`config.mk`:
```
export PLATFORM = sky130hd
export DESIGN_NAME = uart_cmd_parser
export DESIGN_NICKNAME = d
export VERILOG_FILES = /design/src/rtl/uart_cmd_pkg.sv /design/src/rtl/cmd_char_decode.sv /design/src/rtl/uart_cmd_parser.sv
export SDC_FILE = /design/constraint.sdc
export NUM_CORES = 1
export LEC_CHECK = 0
export ABC_AREA = 1
export BUFFER_PORTS_ARGS = -buffer_cell sky130_fd_sc_hd__buf_4
export CAP_MARGIN = 20
export CORE_ASPECT_RATIO = 1.2
export CORE_MARGIN = 3
export CORE_UTILIZATION = 65
export CTS_CLUSTER_SIZE = 40
export DETAILED_ROUTE_END_ITERATION = 7
export HOLD_SLACK_MARGIN = 0.08
export PLACE_DENSITY = 0.92
export RECOVER_POWER = 50
export SLEW_MARGIN = 0
export SYNTH_ARGS = -nofsm -noshare
export SYNTH_HDL_FRONTEND = slang
export SYNTH_SLANG_ARGS = --single-unit
```
`constraint.sdc`:
```
create_clock -name clk -period 3.66 [get_ports clk]
set_clock_uncertainty 0.1 [all_clocks]
set_input_delay 0.549 -clock clk [delete_from_list [all_inputs] [get_ports clk]]
set_output_delay 0.549 -clock clk [all_outputs]
set_load 0.02 [all_outputs]
```
`src/rtl/uart_cmd_pkg.sv`:
```
// Shared constants for the UART command parser: command and error codes,
// ASCII symbols, argument limits and FSM state encodings.
package uart_cmd_pkg;

    localparam logic [3:0] CMD_NONE  = 4'd0;
    localparam logic [3:0] CMD_RUN   = 4'd1;
    localparam logic [3:0] CMD_STOP  = 4'd2;
    localparam logic [3:0] CMD_CLEAR = 4'd3;
    localparam logic [3:0] CMD_MODE  = 4'd4;
    localparam logic [3:0] CMD_DISP  = 4'd5;
    localparam logic [3:0] CMD_SEC   = 4'd6;
    localparam logic [3:0] CMD_MIN   = 4'd7;
    localparam logic [3:0] CMD_HOUR  = 4'd8;

    localparam logic [1:0] ERR_UNKNOWN = 2'd0;
    localparam logic [1:0] ERR_SYNTAX  = 2'd1;
    localparam logic [1:0] ERR_RANGE   = 2'd2;
    localparam logic [1:0] ERR_TIMEOUT = 2'd3;

    localparam logic [7:0] CH_CR   = 8'h0D;
    localparam logic [7:0] CH_LF   = 8'h0A;
    localparam logic [7:0] CH_0    = 8'h30;
    localparam logic [7:0] CH_9    = 8'h39;
    localparam logic [7:0] CH_RUN  = 8'h52; // R
    localparam logic [7:0] CH_STOP = 8'h53; // S
    localparam logic [7:0] CH_CLR  = 8'h43; // C
    localparam logic [7:0] CH_MODE = 8'h4D; // M
    localparam logic [7:0] CH_DISP = 8'h44; // D
    localparam logic [7:0] CH_SEC  = 8'h73; // s
    localparam logic [7:0] CH_MIN  = 8'h6D; // m
    localparam logic [7:0] CH_HOUR = 8'h68; // h

    localparam int SEC_MAX  = 59;
    localparam int MIN_MAX  = 59;
    localparam int HOUR_MAX = 23;

    localparam logic [2:0] ST_IDLE   = 3'd0;
    localparam logic [2:0] ST_OPCODE = 3'd1;
    localparam logic [2:0] ST_ARG    = 3'd2;
    localparam logic [2:0] ST_EXEC   = 3'd3;
    localparam logic [2:0] ST_FLUSH  = 3'd4;
    localparam logic [2:0] ST_ERR    = 3'd5;

    function automatic int pow10(input int n);
        int r;
        r = 1;
        for (int i = 0; i < n; i++) r = r * 10;
        return r;
    endfunction

endpackage

```
`src/rtl/cmd_char_decode.sv`:
```
// Combinational byte classifier: opcode letter (with command code and
// whether it accepts an argument), decimal digit, or line terminator.
module cmd_char_decode
    import uart_cmd_pkg::*;
#(
    parameter int DATA_W = 8
) (
    input  logic [DATA_W-1:0] byte_in,
    output logic              is_opcode,
    output logic [3:0]        code,
    output logic              takes_arg,
    output logic              is_digit,
    output logic [3:0]        digit,
    output logic              is_term
);

    always_comb begin
        is_opcode = 1'b1;
        takes_arg = 1'b0;
        code      = CMD_NONE;
        case (byte_in)
            DATA_W'(CH_RUN):  code = CMD_RUN;
            DATA_W'(CH_STOP): code = CMD_STOP;
            DATA_W'(CH_CLR):  code = CMD_CLEAR;
            DATA_W'(CH_MODE): code = CMD_MODE;
            DATA_W'(CH_DISP): code = CMD_DISP;
            DATA_W'(CH_SEC):  begin code = CMD_SEC;  takes_arg = 1'b1; end
            DATA_W'(CH_MIN):  begin code = CMD_MIN;  takes_arg = 1'b1; end
            DATA_W'(CH_HOUR): begin code = CMD_HOUR; takes_arg = 1'b1; end
            default:          is_opcode = 1'b0;
        endcase
    end

    // ASCII '0'..'9' are 0x30..0x39, so the low nibble is the value.
    assign is_digit = (byte_in >= DATA_W'(CH_0)) && (byte_in <= DATA_W'(CH_9));
    assign digit    = byte_in[3:0];
    assign is_term  = (byte_in == DATA_W'(CH_CR)) || (byte_in == DATA_W'(CH_LF));

endmodule

```
`src/rtl/uart_cmd_parser.sv`:
```
// Multi-byte ASCII command parser draining a show-ahead UART RX FIFO.
// Ports: clk/rst, FIFO head (i_rx_data/i_rx_empty/o_rx_pop), i_line_mode,
// command strobe (o_cmd_valid/o_cmd_code/o_arg/o_arg_valid),
// error strobe (o_err/o_err_code) and o_busy while a line is open.
module uart_cmd_parser
    import uart_cmd_pkg::*;
#(
    parameter int DATA_W      = 8,
    parameter int ARG_DIGITS  = 2,
    parameter int ARG_W       = 7,
    parameter int TIMEOUT_CYC = 100_000_000
) (
    input  logic              clk,
    input  logic              rst,
    input  logic [DATA_W-1:0] i_rx_data,
    input  logic              i_rx_empty,
    output logic              o_rx_pop,
    input  logic              i_line_mode,
    output logic              o_cmd_valid,
    output logic [3:0]        o_cmd_code,
    output logic [ARG_W-1:0]  o_arg,
    output logic              o_arg_valid,
    output logic              o_err,
    output logic [1:0]        o_err_code,
    output logic              o_busy
);

    localparam int CNT_W = $clog2(ARG_DIGITS + 1);
    localparam int TMO_W = (TIMEOUT_CYC > 1) ? $clog2(TIMEOUT_CYC + 1) : 1;

    if (pow10(ARG_DIGITS) - 1 >= (1 << ARG_W)) begin : g_arg_w_check
        $error("ARG_W cannot hold ARG_DIGITS decimal digits");
    end

    logic [2:0]       state;
    logic [3:0]       op_code;
    logic             op_arg;
    logic [ARG_W-1:0] acc;
    logic [CNT_W-1:0] cnt;
    logic [1:0]       pend;
    logic [TMO_W-1:0] tmo_cnt;

    logic       d_opcode;
    logic [3:0] d_code;
    logic       d_takes;
    logic       d_digit;
    logic [3:0] d_val;
    logic       d_term;
    logic       can_pop;
    logic       tmo_hit;
    logic       in_range;

    cmd_char_decode #(.DATA_W(DATA_W)) u_dec (
        .byte_in   (i_rx_data),
        .is_opcode (d_opcode),
        .code      (d_code),
        .takes_arg (d_takes),
        .is_digit  (d_digit),
        .digit     (d_val),
        .is_term   (d_term)
    );

    assign o_busy  = (state == ST_OPCODE) || (state == ST_ARG) || (state == ST_FLUSH);
    assign can_pop = o_busy || (state == ST_IDLE);
    assign tmo_hit = (TIMEOUT_CYC != 0) && o_busy && (tmo_cnt == TMO_W'(TIMEOUT_CYC));
    // A byte landing on the timeout cycle stays in the FIFO for the next line.
    assign o_rx_pop = !rst && !i_rx_empty && can_pop && !tmo_hit;

    always_comb begin
        in_range = 1'b1;
        case (op_code)
            CMD_SEC:  in_range = acc <= ARG_W'(SEC_MAX);
            CMD_MIN:  in_range = acc <= ARG_W'(MIN_MAX);
            CMD_HOUR: in_range = acc <= ARG_W'(HOUR_MAX);
            default:  in_range = 1'b1;
        endcase
    end

    always_ff @(posedge clk or posedge rst) begin
        if (rst) begin
            state       <= ST_IDLE;
            op_code     <= CMD_NONE;
            op_arg      <= 1'b0;
            acc         <= '0;
            cnt         <= '0;
            pend        <= ERR_UNKNOWN;
            tmo_cnt     <= '0;
            o_cmd_valid <= 1'b0;
            o_cmd_code  <= CMD_NONE;
            o_arg       <= '0;
            o_arg_valid <= 1'b0;
            o_err       <= 1'b0;
            o_err_code  <= ERR_UNKNOWN;
        end else begin
            o_cmd_valid <= 1'b0;
            o_err       <= 1'b0;
            if (o_rx_pop || !o_busy) tmo_cnt <= '0;
            else                     tmo_cnt <= tmo_cnt + TMO_W'(1);

            case (state)
                ST_IDLE: if (o_rx_pop) begin
                    acc <= '0;
                    cnt <= '0;
                    if (!i_line_mode) begin
                        if (d_opcode) begin
                            state       <= ST_EXEC;
                            o_cmd_valid <= 1'b1;
                            o_cmd_code  <= d_code;
                            o_arg       <= '0;
                            o_arg_valid <= 1'b0;
                        end else if (!d_term) begin
                            state      <= ST_ERR;
                            o_err      <= 1'b1;
                            o_err_code <= ERR_UNKNOWN;
                        end
                    end else if (d_opcode) begin
                        op_code <= d_code;
                        op_arg  <= d_takes;
                        state   <= ST_OPCODE;
                    end else if (!d_term) begin
                        pend  <= ERR_UNKNOWN;
                        state <= ST_FLUSH;
                    end
                end
                ST_OPCODE, ST_ARG: if (tmo_hit) begin
                    state      <= ST_ERR;
                    o_err      <= 1'b1;
                    o_err_code <= ERR_TIMEOUT;
                end else if (o_rx_pop) begin
                    if (d_term) begin
                        // Range is judged here so the strobe lands during EXEC.
                        state <= ST_EXEC;
                        if (cnt != '0 && !in_range) begin
                            o_err      <= 1'b1;
                            o_err_code <= ERR_RANGE;
                        end else begin
                            o_cmd_valid <= 1'b1;
                            o_cmd_code  <= op_code;
                            o_arg       <= acc;
                            o_arg_valid <= cnt != '0;
                        end
                    end else if (d_digit && op_arg && cnt < CNT_W'(ARG_DIGITS)) begin
                        acc   <= acc * ARG_W'(10) + ARG_W'(d_val);
                        cnt   <= cnt + CNT_W'(1);
                        state <= ST_ARG;
                    end else begin
                        pend  <= ERR_SYNTAX;
                        state <= ST_FLUSH;
                    end
                end
                ST_FLUSH: if (tmo_hit) begin
                    state      <= ST_ERR;
                    o_err      <= 1'b1;
                    o_err_code <= ERR_TIMEOUT;
                end else if (o_rx_pop && d_term) begin
                    state      <= ST_ERR;
                    o_err      <= 1'b1;
                    o_err_code <= pend;
                end
                ST_EXEC: state <= ST_IDLE;
                ST_ERR:  state <= ST_IDLE;
                default: state <= ST_IDLE;
            endcase
        end
    end

endmodule

```
# Word level (Yosys, flattened, before mapping)
# Cells that the tools add are included.
[totals] reg_bits=62 output_inout_bits=18 elab_cells=181
[classes] n_addsub=3 mul=1 magnitude_cmp=5 eq_ne=35 muxes=91 reduce_logical=33
[ops] cell="$mux 7" n=12
[ops] cell="$eq 8x7->1 const B" n=8
[ops] cell="$mux 2" n=21
[ops] cell="$mux 3" n=12
[ops] cell="$pmux 4 s8" n=1
[ops] cell="$mux 4" n=7
[ops] cell="$pmux 7 s2" n=2
[ops] cell="$add 27x1->27 const B" n=1
[ops] cell="$eq 27x27->1 const B" n=1
[ops] cell="$mux 27" n=1
[ops] cell="$mux 1" n=26
[ops] cell="$ne 2x2->1 const B" n=13
[ops] cell="$reduce_and 9->1" n=2
[ops] cell="$eq 8x4->1 const B" n=2
[ops] cell="$ne 3x3->1 const B" n=4
[ops] cell="$logic_and 1x1->1" n=9
[ops] cell="$pmux 3 s3" n=1
[ops] cell="$eq 4x3->1 const B" n=2
[ops] cell="$ge 8x6->1 const B" n=1
[ops] cell="$le 8x6->1 const B" n=1
[ops] cell="$pmux 2 s2" n=2
[ops] cell="$pmux 4 s2" n=1
[ops] cell="$reduce_and 4->1" n=2
[ops] cell="$reduce_and 8->1" n=1
[ops] cell="23 further kinds" n=35

# Depth between registers and ports, before layout
[logic_depth] ltp_word=10 depth_mapped=13 ltp_nobuf=13

# Modules after synthesis
# Synthesis repeated with hierarchy kept, for this count alone.
[hier_totals] cells_unflattened=556 hier_area_um2=4018.9
[modules_own_cells] module="uart_cmd_parser" n_inst=1 cells_each=495 area_each_um2=3734.8 seq_area_each_um2=1526.5
[modules_own_cells] module="cmd_char_decode" n_inst=1 cells_each=61 area_each_um2=284.0 seq_area_each_um2=0.0

# Least setup slack after synthesis
# OpenSTA, ideal clock, no wires.
[synth_timing] path_kind="register -> register" start="register acc[1]" end="register acc[6]" t_arrival_ns=1.887 setup_slack_ns=1.538 stages_incl_launch_ff=11 n_path_buf=0 period_less_slack_ns=2.122 path_cell_list="dfrtp_1 ha_1 ha_1 inv_1 fa_1 xor2_1 xnor2_1 xor2_1 nor2_1 nand2_1 o21ai_0"
[synth_between] elab_chain_cells=7
[synth_lines] item="from (decl)" line="uart_cmd_parser.sv:38" source="logic [ARG_W-1:0] acc;"
[synth_lines] item="from (signal assigned)" line="uart_cmd_parser.sv:143" source="acc <= acc * ARG_W'(10) + ARG_W'(d_val);"
[synth_lines] item="$mul 7x3->6" line="uart_cmd_parser.sv:143"
[synth_lines] item="$add 7x4->7" line="uart_cmd_parser.sv:143"
[synth_lines] item="$mux 7" line="uart_cmd_parser.sv:142" source="end else if (d_digit && op_arg && cnt < CNT_W'(ARG_DIGITS)) begin"
[synth_lines] item="$mux 7" line="uart_cmd_parser.sv:130" source="if (d_term) begin"
[synth_lines] item="$mux 7" line="uart_cmd_parser.sv:129" source="end else if (o_rx_pop) begin"
[synth_lines] item="$mux 7" line="uart_cmd_parser.sv:125" source="ST_OPCODE, ST_ARG: if (tmo_hit) begin"
[synth_lines] item="$pmux 7 s2" line="uart_cmd_parser.sv:100" source="case (state)"
# Every way passes these cells. The select of a mux whose other input is x is not followed.
# A chain may end at the register's enable or synchronous reset.

# Worst setup path after layout
[layout_timing] start="register state[1]" end="output o_rx_pop"
[layout_between] elab_chain_cells=6 elab_cells_between_ends=11
[layout_lines] item="from (decl)" line="uart_cmd_parser.sv:35" source="logic [2:0] state;"
[layout_lines] item="from (signal assigned)" line="uart_cmd_parser.sv:81" source="state <= ST_IDLE;"
[layout_lines] item="from (signal assigned)" line="uart_cmd_parser.sv:106" source="state <= ST_EXEC;"
[layout_lines] item="from (signal assigned)" line="uart_cmd_parser.sv:112" source="state <= ST_ERR;"
[layout_lines] item="$eq 3x1->1 or $eq 3x2->1 (tied branches)" line="uart_cmd_parser.sv:63" source="assign o_busy = (state == ST_OPCODE) || (state == ST_ARG) || (state == ST_FLUSH);"
[layout_lines] item="$logic_or 1x1->1 (2 in series)" line="uart_cmd_parser.sv:63"
[layout_lines] item="$logic_or 1x1->1 or $logic_and 1x1->1 (tied branches)" line="uart_cmd_parser.sv:64, uart_cmd_parser.sv:65"
[layout_lines] item="$logic_and 1x1->1 or $logic_not 1->1 (tied branches)" line="uart_cmd_parser.sv:67" source="assign o_rx_pop = !rst && !i_rx_empty && can_pop && !tmo_hit;"
[layout_lines] item="$logic_and 1x1->1 *" line="uart_cmd_parser.sv:67"
[layout_lines] item="to (decl)" line="uart_cmd_parser.sv:17" source="output logic o_rx_pop,"
# Every way passes the cells marked *; elsewhere a longest branch is shown, timed or not.

==> flow_metrics.env <==
export IMPL_grt_start_max_net_pins=33
export IMPL_cp_max_fo=17
export IMPL_min_period_ns=2.54
export IMPL_gr_total_overflow=0
export IMPL_antenna_left=0
export IMPL_rr_startpoint="acc[1]$_DFFE_PP0P_"
export IMPL_p_leak_nw=2.24
export IMPL_tightest_slew_ns=1.17
export IMPL_yosysTopAreaCellShare_pct=37.6
export IMPL_insertion_delay_ns=0.34
export IMPL_tns_ns=0
export IMPL_cts_tree="yes"
export IMPL_grt_busiest_layer="met2"
export IMPL_drc_errors=0
export IMPL_start_util_pct=69.3
export IMPL_maxSlewViolCount=0
export IMPL_fin_cells=690
export IMPL_seq_area_frac_synth_pct=37.6
export IMPL_area_growth_pct=10.9
export IMPL_synthesis_area_um2=4060
export IMPL_grt_pass1_vias=3737
export IMPL_critPathSlowestCell="dfrtp_1"
export IMPL_layout_commonest_cell="nand2_1"
export IMPL_num_vias=3879
export IMPL_via_per_inst=5.62
export IMPL_clkTransAtPathRegs_ns=0.07
export IMPL_grt_util_met2_pct=49.5
export IMPL_postCtsHoldBufs=0
export IMPL_use_met1_pct=32.5
export IMPL_peakVddDrop_mv=0.368
export IMPL_maxCapViolCount=0
export IMPL_power_density_nw_per_um2=558
export IMPL_cts_made_buffers=9
export IMPL_rsz0062_at_grt="false"
export IMPL_startpoint_type="register"
export IMPL_dp_cells=675
export IMPL_grtUsageTotal_pct=28.0
export IMPL_fp_dieH_um=92.6
export IMPL_finalWorstSetupSlack_ns=1.12
export IMPL_synth_cell_types=34
export IMPL_setup_violations=0
export IMPL_min_period_over_period_pct=69.4
export IMPL_synth_seq_cells=61
export IMPL_rows=30
export IMPL_clock_root_buffer="clkbuf_8"
export IMPL_die_x_um=78.1
export IMPL_final_cell_mix="nand2_1 (164), nor2_1 (78), inv_1 (70), dfrtp_1 (61), nand3_1 (38)"
export IMPL_die_area_um2=7230
export IMPL_fp_coreArea_um2=5860
export IMPL_path_common_cell="nand2_4"
export IMPL_grt_first_pass_wirelength_um=16200
export IMPL_clock_sinks=61
export IMPL_drive_above_1_share_pct=12.5
export IMPL_relSlewSlack_pct=22.2
export IMPL_gp_congestion=0.989
export IMPL_cts_max_level=3
export IMPL_dp_hpwl_um=7020
export IMPL_drt_iter0_markers=286
export IMPL_r2r_end="acc[6]$_DFFE_PP0P_"
export IMPL_crit_family="simple AND/OR/NAND/NOR gates"
export IMPL_wl_per_cell_um=13.8
export IMPL_numPortBuffers=29
export IMPL_cts_resized=0
export IMPL_drt_total_wl_um=9530
export IMPL_drt_first_pass_iters=5
export IMPL_hold_end="o_arg[4]$_DFFE_PP0P_"
export IMPL_post_cts_setup_buffers=0
export IMPL_crit_chain="nor2_2 > inv_4 > nand2_4 > nand2_4 > nand3_4 > nand2_4 > inv_1 > buf_4"
export IMPL_antenna_cells=0
export IMPL_hp_start="o_arg[4]$_DFFE_PP0P_"
export IMPL_fin_hold_ws_ns=0.378
export IMPL_cp_arrival_ns=1.89
export IMPL_pin_count=30
export IMPL_cp_buffers_inverters=3
export IMPL_syn_num_nets=594
export IMPL_critPathMaxStageDelay_ns=0.44
export IMPL_synth_area_top_cells="dfrtp_1 (38%), nand2_1 (15%), nor2_1 (7.2%)"
export IMPL_crit_type="reg -> out"
export IMPL_max_clock_freq_mhz=394
export IMPL_rrSetupSlack_ns=1.35
export IMPL_postSynthCellCount=570
export IMPL_fillers=440
export IMPL_pre_cts_ws_ns=1.38
export IMPL_yosysTopAreaCell="dfrtp_1"
export IMPL_hold_viol=0
export IMPL_antenna_found_initial=0
export IMPL_required_ns=3.01
export IMPL_grt_use_met3_pct=5.45
export IMPL_fin_area_um2=4500
export IMPL_hold_path_depth=2
export IMPL_status="finished, final reports clean"
export IMPL_yosysWarnings=0
export IMPL_min_path_type="reg -> reg"
export IMPL_clk_path_buf_depth=2
export IMPL_endpoint_kind="primary output"
export IMPL_syn_avg_cell_area_um2=7.12
export IMPL_nNetsFinal=630
export IMPL_ff2ff_path_depth=10
export IMPL_post_dp_cell_area_um2=4340
-- kinds of logic (layout without fill, tap and decap cells) --
group,after synthesis,after routing,share of synthesized area [%]
adders and majority gates,12,12,4.07
xor gates and xnor gates,11,11,2.37
AOI/OAI and AO/OA,54,54,7.64
and+or+nand+nor,352,352,40.3
buffers and inverters,80,120,8.05
DFF,61,61,37.6
-- Yosys cell counts, drive strengths merged --
cell / instances
nor2: 91
nand2: 176
nor3b: 3
clkbuf: 1
o21a: 2
or2: 1
fa: 2
nand3b: 4
nor4: 6
nor3: 17
buf: 4
xor2: 9
inv: 75
dfrtp: 61
nand4: 11
o21ai: 29
xnor2: 2
ha: 10
a21oi: 22
nand3: 43
a31oi: 1
-- per-stage QoR --
stage	util (%)	total power, mW
global placement	74.1	1.86
floorplan	-	1.66
global route	76.8	2.68
finish	76.8	2.51
CTS	77.4	2.51
detailed placement	74.1	1.90
-- worst max-delay path by stage --
stage,start,cells after the start,to
2_1_floorplan,rst,1,acc[0]$_DFFE_PP0P_
3_3_place_gp,i_rx_empty,6,o_rx_pop
3_5_place_dp,acc[1]$_DFFE_PP0P_,10,acc[6]$_DFFE_PP0P_
4_1_cts,tmo_cnt[0]$_DFF_PP0_,8,o_rx_pop
5_1_grt,tmo_cnt[0]$_DFF_PP0_,8,o_rx_pop
6_report,state[1]$_DFFE_PP0P_,8,o_rx_pop
-- worst register-to-register path, delay by kind of cell (launching register included) --
kind | cells | cell delay (ns)
AO/OA/AOI/OAI | 1 | 0.07
adder cells (fa/ha/maj) | 3 | 0.86
buffers and inverters | 1 | 0.05
XOR/XNOR | 3 | 0.55
flip-flops | 1 | 0.44
AND/OR/NAND/NOR | 2 | 0.10
-- cell type report --
cell class | instances | area, µm² | area share [%]
clock buffer | 12 | 145 | 3.23
multi-input combinational | 429 | 2210 | 49.0
inverter | 75 | 284 | 6.31
clock inverter | 3 | 46.3 | 1.03
tap | 80 | 100 | 2.22
timing repair buffer | 30 | 191 | 4.25
sequential | 61 | 1530 | 33.9
-- sequential cells by signal (all words and copies together) (netlist names) --
register and flops:
tmo_cnt 27, acc 7, o_arg 7, o_cmd_code 4
op_code 4, state 3, cnt 2, o_err_code 2
o_arg_valid 1, o_cmd_valid 1, o_err 1, op_arg 1
pend 1
-- metal layers --
layer,vias to the layer above,part of all wire (%)
li1,1884,-
met1,1795,39
met2,171,53
met3,29,5.5
met4,0,2.5
met5,-,0
-- power breakdown --
group          internal (mW)  switching, mW
Clock                  0.331          0.275
Sequential             0.774          0.104
Combinational          0.321          0.706
(Power assumes the default switching activity.)
